**src/rtl/sram_arbiter_if.sv**
```systemverilog
// sram_arbiter_if: requester handshakes and SRAM bus shared by sram_arbiter and its environment
interface sram_arbiter_if;
    logic       req_a, req_b, we_a, we_b;
    logic [7:0] addr_a, addr_b, wdata_a, wdata_b;
    logic       ack_a, ack_b;
    logic [7:0] rdata_a, rdata_b;
    logic       busy;
    logic       sram_cs, sram_rd, sram_wr;
    logic [7:0] sram_addr, sram_din, sram_dout;
    modport slave (
        input  req_a, req_b, we_a, we_b, addr_a, addr_b, wdata_a, wdata_b, sram_dout,
        output ack_a, ack_b, rdata_a, rdata_b, busy, sram_cs, sram_rd, sram_wr, sram_addr, sram_din
    );
    modport master (
        output req_a, req_b, we_a, we_b, addr_a, addr_b, wdata_a, wdata_b, sram_dout,
        input  ack_a, ack_b, rdata_a, rdata_b, busy, sram_cs, sram_rd, sram_wr, sram_addr, sram_din
    );
endinterface

```
**src/rtl/sram_arbiter.sv**
```systemverilog
// sram_arbiter: two requesters sharing one asynchronous SRAM through a registered IDLE/SETUP/STROBE/RECOVER sequence
// Optional macro SRAM_ARB_ROUND_ROBIN_EN: alternate grants on simultaneous requests; otherwise A has fixed priority.
module sram_arbiter #(
    parameter int unsigned STROBE_CYCLES = 2
) (
    input logic           clk,
    input logic           rst_n,
    sram_arbiter_if.slave bus
);
    typedef enum logic [1:0] {IDLE, SETUP, STROBE, RECOVER} state_t;
    localparam logic [3:0] CNT_LOAD = 4'(STROBE_CYCLES - 1);

    state_t     state_q, state_d;
    logic [3:0] cnt_q, cnt_d;
    logic       win_q, win_d;
    logic       we_q, we_d;
    logic       cs_q, cs_d, rd_q, rd_d, wr_q, wr_d;
    logic [7:0] addr_q, addr_d, din_q, din_d;
    logic       ack_a_q, ack_a_d, ack_b_q, ack_b_d;
    logic [7:0] rdata_a_q, rdata_a_d, rdata_b_q, rdata_b_d;
    logic       pick_b;
`ifdef SRAM_ARB_ROUND_ROBIN_EN
    logic       ptr_q, ptr_d;

    // Contention is settled by the pointer; a lone requester always wins.
    always_comb pick_b = (bus.req_a && bus.req_b) ? ptr_q : !bus.req_a;
`else
    // A wins whenever it requests.
    always_comb pick_b = !bus.req_a;
`endif

    // Next state and next registered outputs; strobes default high so they only drop inside STROBE.
    always_comb begin
        state_d   = state_q;
        cnt_d     = cnt_q;
        win_d     = win_q;
        we_d      = we_q;
        cs_d      = cs_q;
        rd_d      = 1'b1;
        wr_d      = 1'b1;
        addr_d    = addr_q;
        din_d     = din_q;
        ack_a_d   = 1'b0;
        ack_b_d   = 1'b0;
        rdata_a_d = rdata_a_q;
        rdata_b_d = rdata_b_q;
`ifdef SRAM_ARB_ROUND_ROBIN_EN
        ptr_d     = ptr_q;
`endif
        unique case (state_q)
            IDLE: begin
                if (bus.req_a || bus.req_b) begin
                    state_d = SETUP;
                    cs_d    = 1'b1;
                    win_d   = pick_b;
                    we_d    = pick_b ? bus.we_b : bus.we_a;
                    addr_d  = pick_b ? bus.addr_b : bus.addr_a;
                    din_d   = pick_b ? bus.wdata_b : bus.wdata_a;
`ifdef SRAM_ARB_ROUND_ROBIN_EN
                    ptr_d   = !pick_b;
`endif
                end
            end
            SETUP: begin
                state_d = STROBE;
                cnt_d   = CNT_LOAD;
                rd_d    = we_q;
                wr_d    = !we_q;
            end
            STROBE: begin
                if (cnt_q == 4'd0) begin
                    state_d   = RECOVER;
                    ack_a_d   = !win_q;
                    ack_b_d   = win_q;
                    rdata_a_d = (!we_q && !win_q) ? bus.sram_dout : rdata_a_q;
                    rdata_b_d = (!we_q && win_q) ? bus.sram_dout : rdata_b_q;
                end else begin
                    cnt_d = cnt_q - 4'd1;
                    rd_d  = we_q;
                    wr_d  = !we_q;
                end
            end
            RECOVER: begin
                state_d = IDLE;
                cs_d    = 1'b0;
            end
            default: state_d = IDLE;
        endcase
    end

    // State and every SRAM/requester output come straight from flops; reset aborts any access at once.
    always_ff @(posedge clk or negedge rst_n) begin
        if (!rst_n) begin
            state_q   <= IDLE;
            cnt_q     <= '0;
            win_q     <= 1'b0;
            we_q      <= 1'b0;
            cs_q      <= 1'b0;
            rd_q      <= 1'b1;
            wr_q      <= 1'b1;
            addr_q    <= '0;
            din_q     <= '0;
            ack_a_q   <= 1'b0;
            ack_b_q   <= 1'b0;
            rdata_a_q <= '0;
            rdata_b_q <= '0;
`ifdef SRAM_ARB_ROUND_ROBIN_EN
            ptr_q     <= 1'b0;
`endif
        end else begin
            state_q   <= state_d;
            cnt_q     <= cnt_d;
            win_q     <= win_d;
            we_q      <= we_d;
            cs_q      <= cs_d;
            rd_q      <= rd_d;
            wr_q      <= wr_d;
            addr_q    <= addr_d;
            din_q     <= din_d;
            ack_a_q   <= ack_a_d;
            ack_b_q   <= ack_b_d;
            rdata_a_q <= rdata_a_d;
            rdata_b_q <= rdata_b_d;
`ifdef SRAM_ARB_ROUND_ROBIN_EN
            ptr_q     <= ptr_d;
`endif
        end
    end

    assign bus.busy      = (state_q != IDLE);
    assign bus.sram_cs   = cs_q;
    assign bus.sram_rd   = rd_q;
    assign bus.sram_wr   = wr_q;
    assign bus.sram_addr = addr_q;
    assign bus.sram_din  = din_q;
    assign bus.ack_a     = ack_a_q;
    assign bus.ack_b     = ack_b_q;
    assign bus.rdata_a   = rdata_a_q;
    assign bus.rdata_b   = rdata_b_q;
endmodule

```
**src/flat_wrapper.sv**
```systemverilog
// flat-port wrapper written by rule: the top's interface ports become plain ports
module sram_arbiter_flat 
#(
    parameter int unsigned STROBE_CYCLES = 2
)
  (clk, rst_n, bus_req_a, bus_req_b, bus_we_a, bus_we_b, bus_addr_a, bus_addr_b, bus_wdata_a, bus_wdata_b, bus_sram_dout, bus_ack_a, bus_ack_b, bus_rdata_a, bus_rdata_b, bus_busy, bus_sram_cs, bus_sram_rd, bus_sram_wr, bus_sram_addr, bus_sram_din);
  sram_arbiter_if bus_i ();
  input logic clk;
  input logic rst_n;
  input wire logic [$bits(bus_i.req_a)-1:0] bus_req_a;
  input wire logic [$bits(bus_i.req_b)-1:0] bus_req_b;
  input wire logic [$bits(bus_i.we_a)-1:0] bus_we_a;
  input wire logic [$bits(bus_i.we_b)-1:0] bus_we_b;
  input wire logic [$bits(bus_i.addr_a)-1:0] bus_addr_a;
  input wire logic [$bits(bus_i.addr_b)-1:0] bus_addr_b;
  input wire logic [$bits(bus_i.wdata_a)-1:0] bus_wdata_a;
  input wire logic [$bits(bus_i.wdata_b)-1:0] bus_wdata_b;
  input wire logic [$bits(bus_i.sram_dout)-1:0] bus_sram_dout;
  output wire logic [$bits(bus_i.ack_a)-1:0] bus_ack_a;
  output wire logic [$bits(bus_i.ack_b)-1:0] bus_ack_b;
  output wire logic [$bits(bus_i.rdata_a)-1:0] bus_rdata_a;
  output wire logic [$bits(bus_i.rdata_b)-1:0] bus_rdata_b;
  output wire logic [$bits(bus_i.busy)-1:0] bus_busy;
  output wire logic [$bits(bus_i.sram_cs)-1:0] bus_sram_cs;
  output wire logic [$bits(bus_i.sram_rd)-1:0] bus_sram_rd;
  output wire logic [$bits(bus_i.sram_wr)-1:0] bus_sram_wr;
  output wire logic [$bits(bus_i.sram_addr)-1:0] bus_sram_addr;
  output wire logic [$bits(bus_i.sram_din)-1:0] bus_sram_din;
  assign bus_i.req_a = bus_req_a;
  assign bus_i.req_b = bus_req_b;
  assign bus_i.we_a = bus_we_a;
  assign bus_i.we_b = bus_we_b;
  assign bus_i.addr_a = bus_addr_a;
  assign bus_i.addr_b = bus_addr_b;
  assign bus_i.wdata_a = bus_wdata_a;
  assign bus_i.wdata_b = bus_wdata_b;
  assign bus_i.sram_dout = bus_sram_dout;
  assign bus_ack_a = bus_i.ack_a;
  assign bus_ack_b = bus_i.ack_b;
  assign bus_rdata_a = bus_i.rdata_a;
  assign bus_rdata_b = bus_i.rdata_b;
  assign bus_busy = bus_i.busy;
  assign bus_sram_cs = bus_i.sram_cs;
  assign bus_sram_rd = bus_i.sram_rd;
  assign bus_sram_wr = bus_i.sram_wr;
  assign bus_sram_addr = bus_i.sram_addr;
  assign bus_sram_din = bus_i.sram_din;
  sram_arbiter #(.STROBE_CYCLES(STROBE_CYCLES)) u_core (.clk(clk), .rst_n(rst_n), .bus(bus_i));
endmodule
```
**config.mk**
```make
export PLATFORM = sky130hd
export DESIGN_NAME = sram_arbiter_flat
export DESIGN_NICKNAME = d
export VERILOG_FILES = /design/src/rtl/sram_arbiter_if.sv /design/src/rtl/sram_arbiter.sv /design/src/flat_wrapper.sv
export SDC_FILE = /design/constraint.sdc
export NUM_CORES = 1
export LEC_CHECK = 0
export BUFFER_PORTS_ARGS = -buffer_cell sky130_fd_sc_hd__buf_2
export CAP_MARGIN = 20
export CELL_PAD_IN_SITES_DETAIL_PLACEMENT = 2
export CELL_PAD_IN_SITES_GLOBAL_PLACEMENT = 2
export CORE_MARGIN = 2
export CORE_UTILIZATION = 33
export CTS_BUF_LIST = sky130_fd_sc_hd__clkbuf_8
export DETAILED_ROUTE_END_ITERATION = 12
export GPL_TIMING_DRIVEN = 0
export PLACE_DENSITY_LB_ADDON = 0.05
export REMOVE_ABC_BUFFERS = 1
export SLEW_MARGIN = 10
export SYNTH_ARGS = -nofsm -noshare
export SYNTH_HDL_FRONTEND = slang
export SYNTH_SLANG_ARGS = --single-unit
```
**constraint.sdc**
```tcl
create_clock -name clk -period 4.5 [get_ports clk]
set_clock_uncertainty 0.2 [all_clocks]
set_input_delay 0.675 -clock clk [delete_from_list [all_inputs] [get_ports clk]]
set_output_delay 0.675 -clock clk [all_outputs]
set_load 0.01 [all_outputs]
```
== Word-level counts from Yosys, hierarchy flattened ==
Index checks and enable logic that the tools add are counted.

* Bits in registers: 45
* Bits of input ports: 46
* Output and inout port bits: 38
* Word-level logic and storage cells: 55

* $add $sub $neg: 1
* Eq/ne operators: 6
* Muxes and demuxes: 18
* Reduce and logical (&&, ||, !) cells: 17

{| class="wikitable"
|+ Operator list
! operator !! number
|-
| two-way mux 8 bit || 2
|-
| two-way mux 1 bit || 8
|-
| one-hot mux 2 bit (4 select lines) || 1
|-
| one-hot mux 4 bit (2 select lines) || 1
|-
| AND reduction 2 bit || 4
|-
| one-hot mux 1 bit (2 select lines) || 3
|-
| AND reduction 3 bit || 2
|-
| nonzero test 2 bit || 3
|-
| equality test 2 bit (second input constant) || 2
|-
| zero test 4 bit || 1
|-
| two-way mux 2 bit || 2
|-
| two-way mux 4 bit || 1
|-
| inequality test 2 x 1 -> 1 bit (second input constant) || 2
|-
| subtractor 4 x 1 -> 4 bit (second input constant) || 1
|-
| zero test 1 bit || 3
|-
| equality test 2 x 1 -> 1 bit (second input constant) || 1
|-
| logical AND 1 bit || 2
|-
| zero test 2 bit || 1
|-
| inequality test 2 bit (second input constant) || 1
|-
| logical OR 1 bit || 1
|}

== Longest topological paths before layout ==
Gate-level depths: netlist of the first run.

* Depth after elaboration: 3
* Depth in mapped cells: 7
* Gate-level depth less buffers: 5

== Worst setup path after synthesis of the first run ==
OpenSTA, ideal clock, no wires.

* Path type: register -> register
* Start: register u_core.state_q[0]
* End: register u_core.rdata_a_q[0], in the netlist u_core.bus.rdata_a[0]
* Setup time: 0.125 ns
* Arrival time: 1.665 ns
* Required time: 4.175 ns
* Path slack: 2.510 ns
* Cell stages (with the launch flop): 8
* Path buffers: 2
* Period minus slack after synthesis: 1.990 ns
* Cell sequence: dfrtp_1 -> inv_1 -> ha_1 -> buf_4 -> nand4bb_4 -> or3_1 -> buf_6 -> mux2_4

* Word-level cells in the longest chain between the ends: 2

{| class="wikitable"
|+ Ends and longest elaborated chain
! element !! RTL line !! text
|-
| start, declared || sram_arbiter.sv:13 || <nowiki>state_t state_q, state_d;</nowiki>
|-
| start signal, assigned || sram_arbiter.sv:111 || <nowiki>state_q <= state_d;</nowiki>
|-
| equality test 2 bit || sram_arbiter.sv:50 || <nowiki>unique case (state_q)</nowiki>
|-
| AND reduction 3 bit (no source line) || - ||
|-
| end signal, assigned || sram_arbiter.sv:122 || <nowiki>rdata_a_q <= rdata_a_d;</nowiki>
|-
| end, declared || sram_arbiter.sv:20 || <nowiki>logic [7:0] rdata_a_q, rdata_a_d, rdata_b_q, rdata_b_d;</nowiki>
|}

Every way passes these cells.
A chain may end at the register's enable or synchronous reset.

== Final worst setup path of the first run ==
* Start: register u_core.state_q[0]
* End: register u_core.rdata_a_q[6], in the netlist u_core.bus.rdata_a[6]

The elaborated chain is that of the path after synthesis.

==> qor.yml, run 1 <==
floorplanning:
  num_rows: 28
  initial_core_util: 0.3459
  coreArea_um2: 5991
  dieArea_um2: 6929
  die_w_um: 83.24
  die_h_um: 83.24
  io_pins: 84
finish:
  mostFrequentLayoutCells: "buf_2, dfrtp_1, o21ai_0"
  drive_above_1_share: 0.4542
  final_common_cell: "buf_2"
  syn2layout_area_growth_pct: 27.96
  nNetsFinal: 303
  nFillCells: 652
  n_antenna_cell: 0
  final_design_area_no_fill_um2: 2651
power_and_ir_drop:
  p_leak_nw: 1.409
  p_int_w: 0.001116
  p_clk_frac: 0.142
  netSwitchingFraction: 0.3664
  pwr-share-seq: 0.410
  powerDensity_nw_per_um2: 664.1
  combPwrFrac: 0.448
  switchingPower_w: 0.0006451
  ir_drop_mv: 0.2532
clocking:
  cts_buffers: 5
  clock_path_buffers: 2
  cts_resized: 0
  clock_sink_count: 45
  clock-root-buffer: "clkbuf_8"
  h-tree-depth: 2
  cts_tree: "yes"
  post-cts-setup-buffers: 0
  insertion_delay_ns: 0.30
  hold_buffers: 0
  path_clk_slew_ns: 0.08
logic_synthesis:
  synthCells: 167
  synth_area_leader_cell: "dfrtp_1"
  yosys_warnings: 0
  ys_ff_latch: 45
  yosysUniqueCellTypes: 30
  syn_avg_cell_area_um2: 12.41
  ys_seq_area_frac: 0.5447
  synth.top_cells.by_area: "dfrtp_1, mux2_4, mux2i_1"
  synth_top_cell_area_share: 0.5193
  synth_area_um2: 2072
global_routing:
  grt_max_degree: 46
  grt_pass1_wl_mm: 8.300
  grt-ovfl-total: 0
  grt.total_usage: 0.1510
  grt_pass1_vias: 1645
  antenna_found_initial: 0
detailed_routing:
  wl_per_cell_um: 15.22
  drtIter0Drc: 28
  drc_errors: 0
  vias_per_cell: 4.822
  vias: 1572
  ant_nets: 0
  drt-pass1-iter-count: 4
  wl_mm: 4.962
run:
  maxCapViolCount: 0
placement:
  place_area_um2: 2545
  io_buffers: 83
  dp_hpwl_mm: 3.749
  gp_congestion: 0.6624
timing:
  worst_pin_slew_ns: 0.8285
  drv_slew: 0
  fin_crit_sh: 0.5389
  rsz0062_at_grt: "no"
  fmax_mhz: 412.4
  setup_viol: 0
  maxSlewHeadroom: 0.4476
  setup_tns_ns: 0
  finalHoldViolCount: 0
  period_needed_ns: 2.425
critical_path:
  endpoint_kind: "register"
  crit_chain: "inv_1 > ha_1 > nand4bb_4 > or3_1 > mux2_4"
  cp_data_required_time_ns: 4.48
  worstSetupPathType: "reg2reg"
  cp_max_fo: 10
  arrival_ns: 2.41
  cp-start-kind: "register"
  critPathLaunch: "u_core.state_q[0]$_DFFE_PN0P_"
  cpMaxStageDelayCell: "or3_1"
  cp_slowest_stage_delay_ns: 0.59
  r2r_start: "u_core.state_q[0]$_DFFE_PN0P_"
run_status:
  status: "complete, no violations"
hold_path:
  holdCritPathClass: "in2async"
critical path: cells and delay by family, from the launching register on:
kind / cells / cell delay [ns]
buffers and inverters: 1 / 0.12
adders and majority gates: 1 / 0.40
muxes: 1 / 0.39
and+or+nand+nor: 2 / 0.77
DFF: 1 / 0.43
path summary, 6_finish.rpt:
| check | endpoint | slack, ns | cells after the start |
|---|---|---|---|
| min in group clk | u_core.bus.sram_addr[1]$_DFFE_PN0P_ | 0.29 | 2 |
| setup / recovery | u_core.bus.rdata_a[6]$_DFFE_PN0P_ | 2.08 | 5 |
| hold / removal | u_core.bus.sram_din[0]$_DFFE_PN0P_ | 0.07 | 1 |
| setup reg to reg | u_core.bus.rdata_a[6]$_DFFE_PN0P_ | 2.08 | 5 |
| max in group asynchronous | u_core.bus.rdata_b[1]$_DFFE_PN0P_ | 3.54 | 2 |
| hold reg to reg | u_core.bus.sram_addr[1]$_DFFE_PN0P_ | 0.29 | 2 |
state kept, by name, summed over array words and instances, names as in the netlist:
name                  flops
u_core.bus.rdata_a        8
u_core.bus.rdata_b        8
u_core.bus.sram_addr      8
u_core.bus.sram_din       8
u_core.cnt_q              4
u_core.state_q            2
u_core.bus.ack_a          1
u_core.bus.ack_b          1
u_core.bus.sram_cs        1
u_core.bus.sram_rd        1
u_core.bus.sram_wr        1
u_core.we_q               1
u_core.win_q              1
synth_stat cells (all sizes together):
library cell,n
nor3,2
or2b,2
nor2b,2
or3b,1
o32a,1
inv,7
nand3,1
nand4bb,1
a21o,1
nand2,20
dfstp,2
mux2i,17
ha,6
buf,5
nand3b,1
nor3b,1
clkbuf,3
dfrtp,43
o211ai,1
a21oi,2
or3,2
and4bb,1
o21ai,24
mux2,17
o221ai,1
nor2,3
power groups by stage:
stage	sequential, W	combinational (W)	clock, W
finish	0.000722	0.000788	0.000250
global placement	0.000719	0.000766	0
floorplan	0.000793	0.000406	0
detailed placement	0.000732	0.000803	0
global route	0.000754	0.000885	0.000279
CTS	0.000726	0.000807	0.000264
final cells by class:
| cell class | instances | area, um^2 | area share |
|---|---|---|---|
| Clock buffer | 6 | 82.58 | 0.03115 |
| Clock inverter | 1 | 3.754 | 0.001416 |
| Inverter | 7 | 26.28 | 0.009910 |
| Multi-Input combinational cell | 107 | 869.6 | 0.3280 |
| Sequential cell | 45 | 1129 | 0.4257 |
| Tap cell | 75 | 93.84 | 0.03539 |
| Timing Repair Buffer | 85 | 446.7 | 0.1685 |
metal layers:
metal,global-route usage,vias to the layer above,routed length [um],part of all wire
met5,0,-,0,0
met4,0.04471,0,46,0.0093
met3,0.05268,7,369,0.074
met2,0.2302,59,2287,0.46
met1,0.2028,763,2259,0.46
li1,-,743,-,-
metrics by stage:
step                hold WS (ns)    util  std cells  setup slack [ns]  power [W]
floorplan                 0.1794       -        159             2.147   0.001200
global placement          0.2555  0.4223        317             1.131   0.001485
detailed placement        0.2705  0.4248        318             2.041   0.001535
CTS                       0.2880  0.4392        325             2.032   0.001797
global route             0.07835  0.4426        326             1.934   0.001918
finish                   0.07045  0.4426        326             2.075   0.001761
cell families after synthesis:
kind of cell | count (synthesis) | share of synthesized area
DFF | 45 | 0.5447
muxes | 34 | 0.2035
buffers and inverters | 15 | 0.03744
adders and majority gates | 6 | 0.03623
and+or+nand+nor | 37 | 0.09903
AOI/OAI and AO/OA | 30 | 0.07911
(Power assumes the default switching activity.)
==> inputs of run 2 (changes only) <==
--- a/config.mk
+++ b/config.mk
@@ -10,7 +10,7 @@
 export CELL_PAD_IN_SITES_DETAIL_PLACEMENT = 2
 export CELL_PAD_IN_SITES_GLOBAL_PLACEMENT = 2
 export CORE_MARGIN = 2
-export CORE_UTILIZATION = 33
+export CORE_UTILIZATION = 31
 export CTS_BUF_LIST = sky130_fd_sc_hd__clkbuf_8
 export DETAILED_ROUTE_END_ITERATION = 12
 export GPL_TIMING_DRIVEN = 0
==> constraint.sdc (replaced) <==
create_clock -name clk -period 2.45 [get_ports clk]
set_clock_uncertainty 0.2 [all_clocks]
set_input_delay 0.3675 -clock clk [delete_from_list [all_inputs] [get_ports clk]]
set_output_delay 0.3675 -clock clk [all_outputs]
set_load 0.01 [all_outputs]
==> qor.yml, run 2 (synthesis results as in run 1) <==
global_routing:
  grt_max_degree: 46  # unchanged
  antenna_found_initial: 0  # unchanged
  grt.total_usage: 0.1346  # -0.01639
  grt-ovfl-total: 0  # unchanged
  grt_pass1_wl_mm: 7.941  # -4.3%
  grt_pass1_vias: 1688  # +2.6%
placement:
  place_area_um2: 2551  # +0.25%
  dp_hpwl_mm: 3.630  # -3.2%
  gp_congestion: 0.6928  # +4.6%
  io_buffers: 83  # unchanged
clocking:
  cts_buffers: 5  # unchanged
  post-cts-setup-buffers: 0  # unchanged
  clock_sink_count: 45  # unchanged
  h-tree-depth: 2  # unchanged
  path_clk_slew_ns: 0.09  # about the same
  insertion_delay_ns: 0.28  # -0.02 ns
  cts_tree: "yes"
  clock-root-buffer: "clkbuf_8"
  clock_path_buffers: 2  # unchanged
finish:
  final_design_area_no_fill_um2: 2704  # +2.0%
  multi_input_area_um2: 877.1  # +0.86%
  nNetsFinal: 304  # +0.33%
  n_antenna_cell: 0  # unchanged
  syn2layout_area_growth_pct: 30.50
  drive_above_1_share: 0.4664  # +0.01222
  nFillCells: 687  # +5.4%
  mostFrequentLayoutCells: "buf_2, dfrtp_1, o21ai_0"
  regArea_um2: 1129  # unchanged
  final_common_cell: "buf_2"
critical_path:
  cp_data_required_time_ns: 2.43  # -2.05 ns
  endpoint_kind: "register"
  arrival_ns: 2.27  # -0.14 ns
  regToRegSetupSlack_ns: 0.16  # -1.91 ns
  worstSetupPathType: "reg2reg"
  cp_max_fo: 10  # unchanged
  cp-start-kind: "register"
run_status:
  violations: "design-rule violations"
  status: "complete, but fails checks"
timing:
  rsz0062_at_grt: "no"
  drv_slew: 0  # unchanged
  fin_crit_sh: 0.9334  # +0.3945
  setup_tns_ns: 0  # unchanged
  worst_pin_slew_ns: 0.5697  # -0.2588 ns
  fmax_mhz: 437.3  # +6.0%
  finalHoldViolCount: 0  # unchanged
  setup_viol: 0  # unchanged
  period_needed_ns: 2.287  # -0.1381 ns
  maxSlewHeadroom: 0.6202  # +0.1726
run:
  maxCapViolCount: 0  # unchanged
detailed_routing:
  ant_nets: 0  # unchanged
  wl_mm: 4.786  # -3.5%
  drtIter0Drc: 44  # +57%
  vias: 1528  # -2.8%
  wl_per_cell_um: 14.50  # -4.7%
  vias_per_cell: 4.630  # -4.0%
  drt-pass1-iter-count: 9  # +5
  drc_errors: 6  # +6
floorplanning:
  die_h_um: 85.76  # +3.0%
  initial_core_util: 0.3226  # -0.02325
  num_rows: 29  # +3.6%
  io_pins: 84  # unchanged
  dieArea_um2: 7354  # +6.1%
  die_w_um: 85.76  # +3.0%
  coreArea_um2: 6422  # +7.2%
power_and_ir_drop:
  p_leak_nw: 1.421  # +0.85%
  powerDensity_nw_per_um2: 1235  # +86%
  ir_drop_mv: 0.4043  # +60%
hold_path:
  holdCritPathClass: "in2reg"
-- run 2: final cells by class --
class / instances / area share
Timing Repair Buffer: 86 / 0.1703
Clock inverter: 3 / 0.01712
Tap cell: 77 / 0.03563
Inverter: 7 / 0.009718
Sequential cell: 45 / 0.4174
Multi-Input combinational cell: 107 / 0.3244
Clock buffer: 5 / 0.02545
-- run 2: stage by stage --
stage               cells  utilization  worst slack, ns  hold slack (ns)  total power [W]
finish                330       0.4210           0.1631           0.1219         0.003340
global route          330       0.4210          0.03875           0.1094         0.003625
CTS                   328       0.4152          0.04624          0.09262         0.003390
detailed placement    320       0.3972          0.03058           0.2727         0.002815
global placement      319       0.3943          -0.6264           0.2553         0.002731
floorplan             159            -           0.3162          -0.1281         0.002203
-- run 2: what timing repair did --
action,CTS,global route
endpoints found under the hold margin,0,8
resized for setup,0,2
endpoints found under the setup margin,0,16
hold buffers,0,1
-- run 2: final timing paths --
kind	from	cells after the start	to
setup / recovery	u_core.state_q[0]$_DFFE_PN0P_	5	u_core.bus.rdata_a[5]$_DFFE_PN0P_
hold / removal	bus_sram_dout[7]	2	u_core.bus.rdata_a[7]$_DFFE_PN0P_
setup reg to reg	u_core.state_q[0]$_DFFE_PN0P_	5	u_core.bus.rdata_a[5]$_DFFE_PN0P_
hold reg to reg	u_core.bus.sram_addr[0]$_DFFE_PN0P_	2	u_core.bus.sram_addr[0]$_DFFE_PN0P_
max in group asynchronous	rst_n	3	u_core.bus.sram_din[2]$_DFFE_PN0P_
min in group asynchronous	rst_n	2	u_core.bus.rdata_a[4]$_DFFE_PN0P_
-- run 2: critical path, stage by stage (launching register included) --
cell and delay [ns]:
dfrtp_1 0.42, inv_1 0.12, ha_2 0.32, nand4bb_4 0.16, or3_1 0.57, mux2_4 0.38
-- run 2: routing by layer --
metal	track usage	routed length, um
met1	0.1822	2217
met2	0.2188	2208
met3	0.03561	310
met4	0.02742	48
met5	0	0
-- run 2: where the power goes --
part | internal [W] | switching, W | total [W]
clock network | 0.000305 | 0.000256 | 0.000562
logic | 0.000724 | 0.000732 | 0.00146
registers | 0.00111 | 0.000209 | 0.00132
total | 0.00214 | 0.00120 | 0.00334
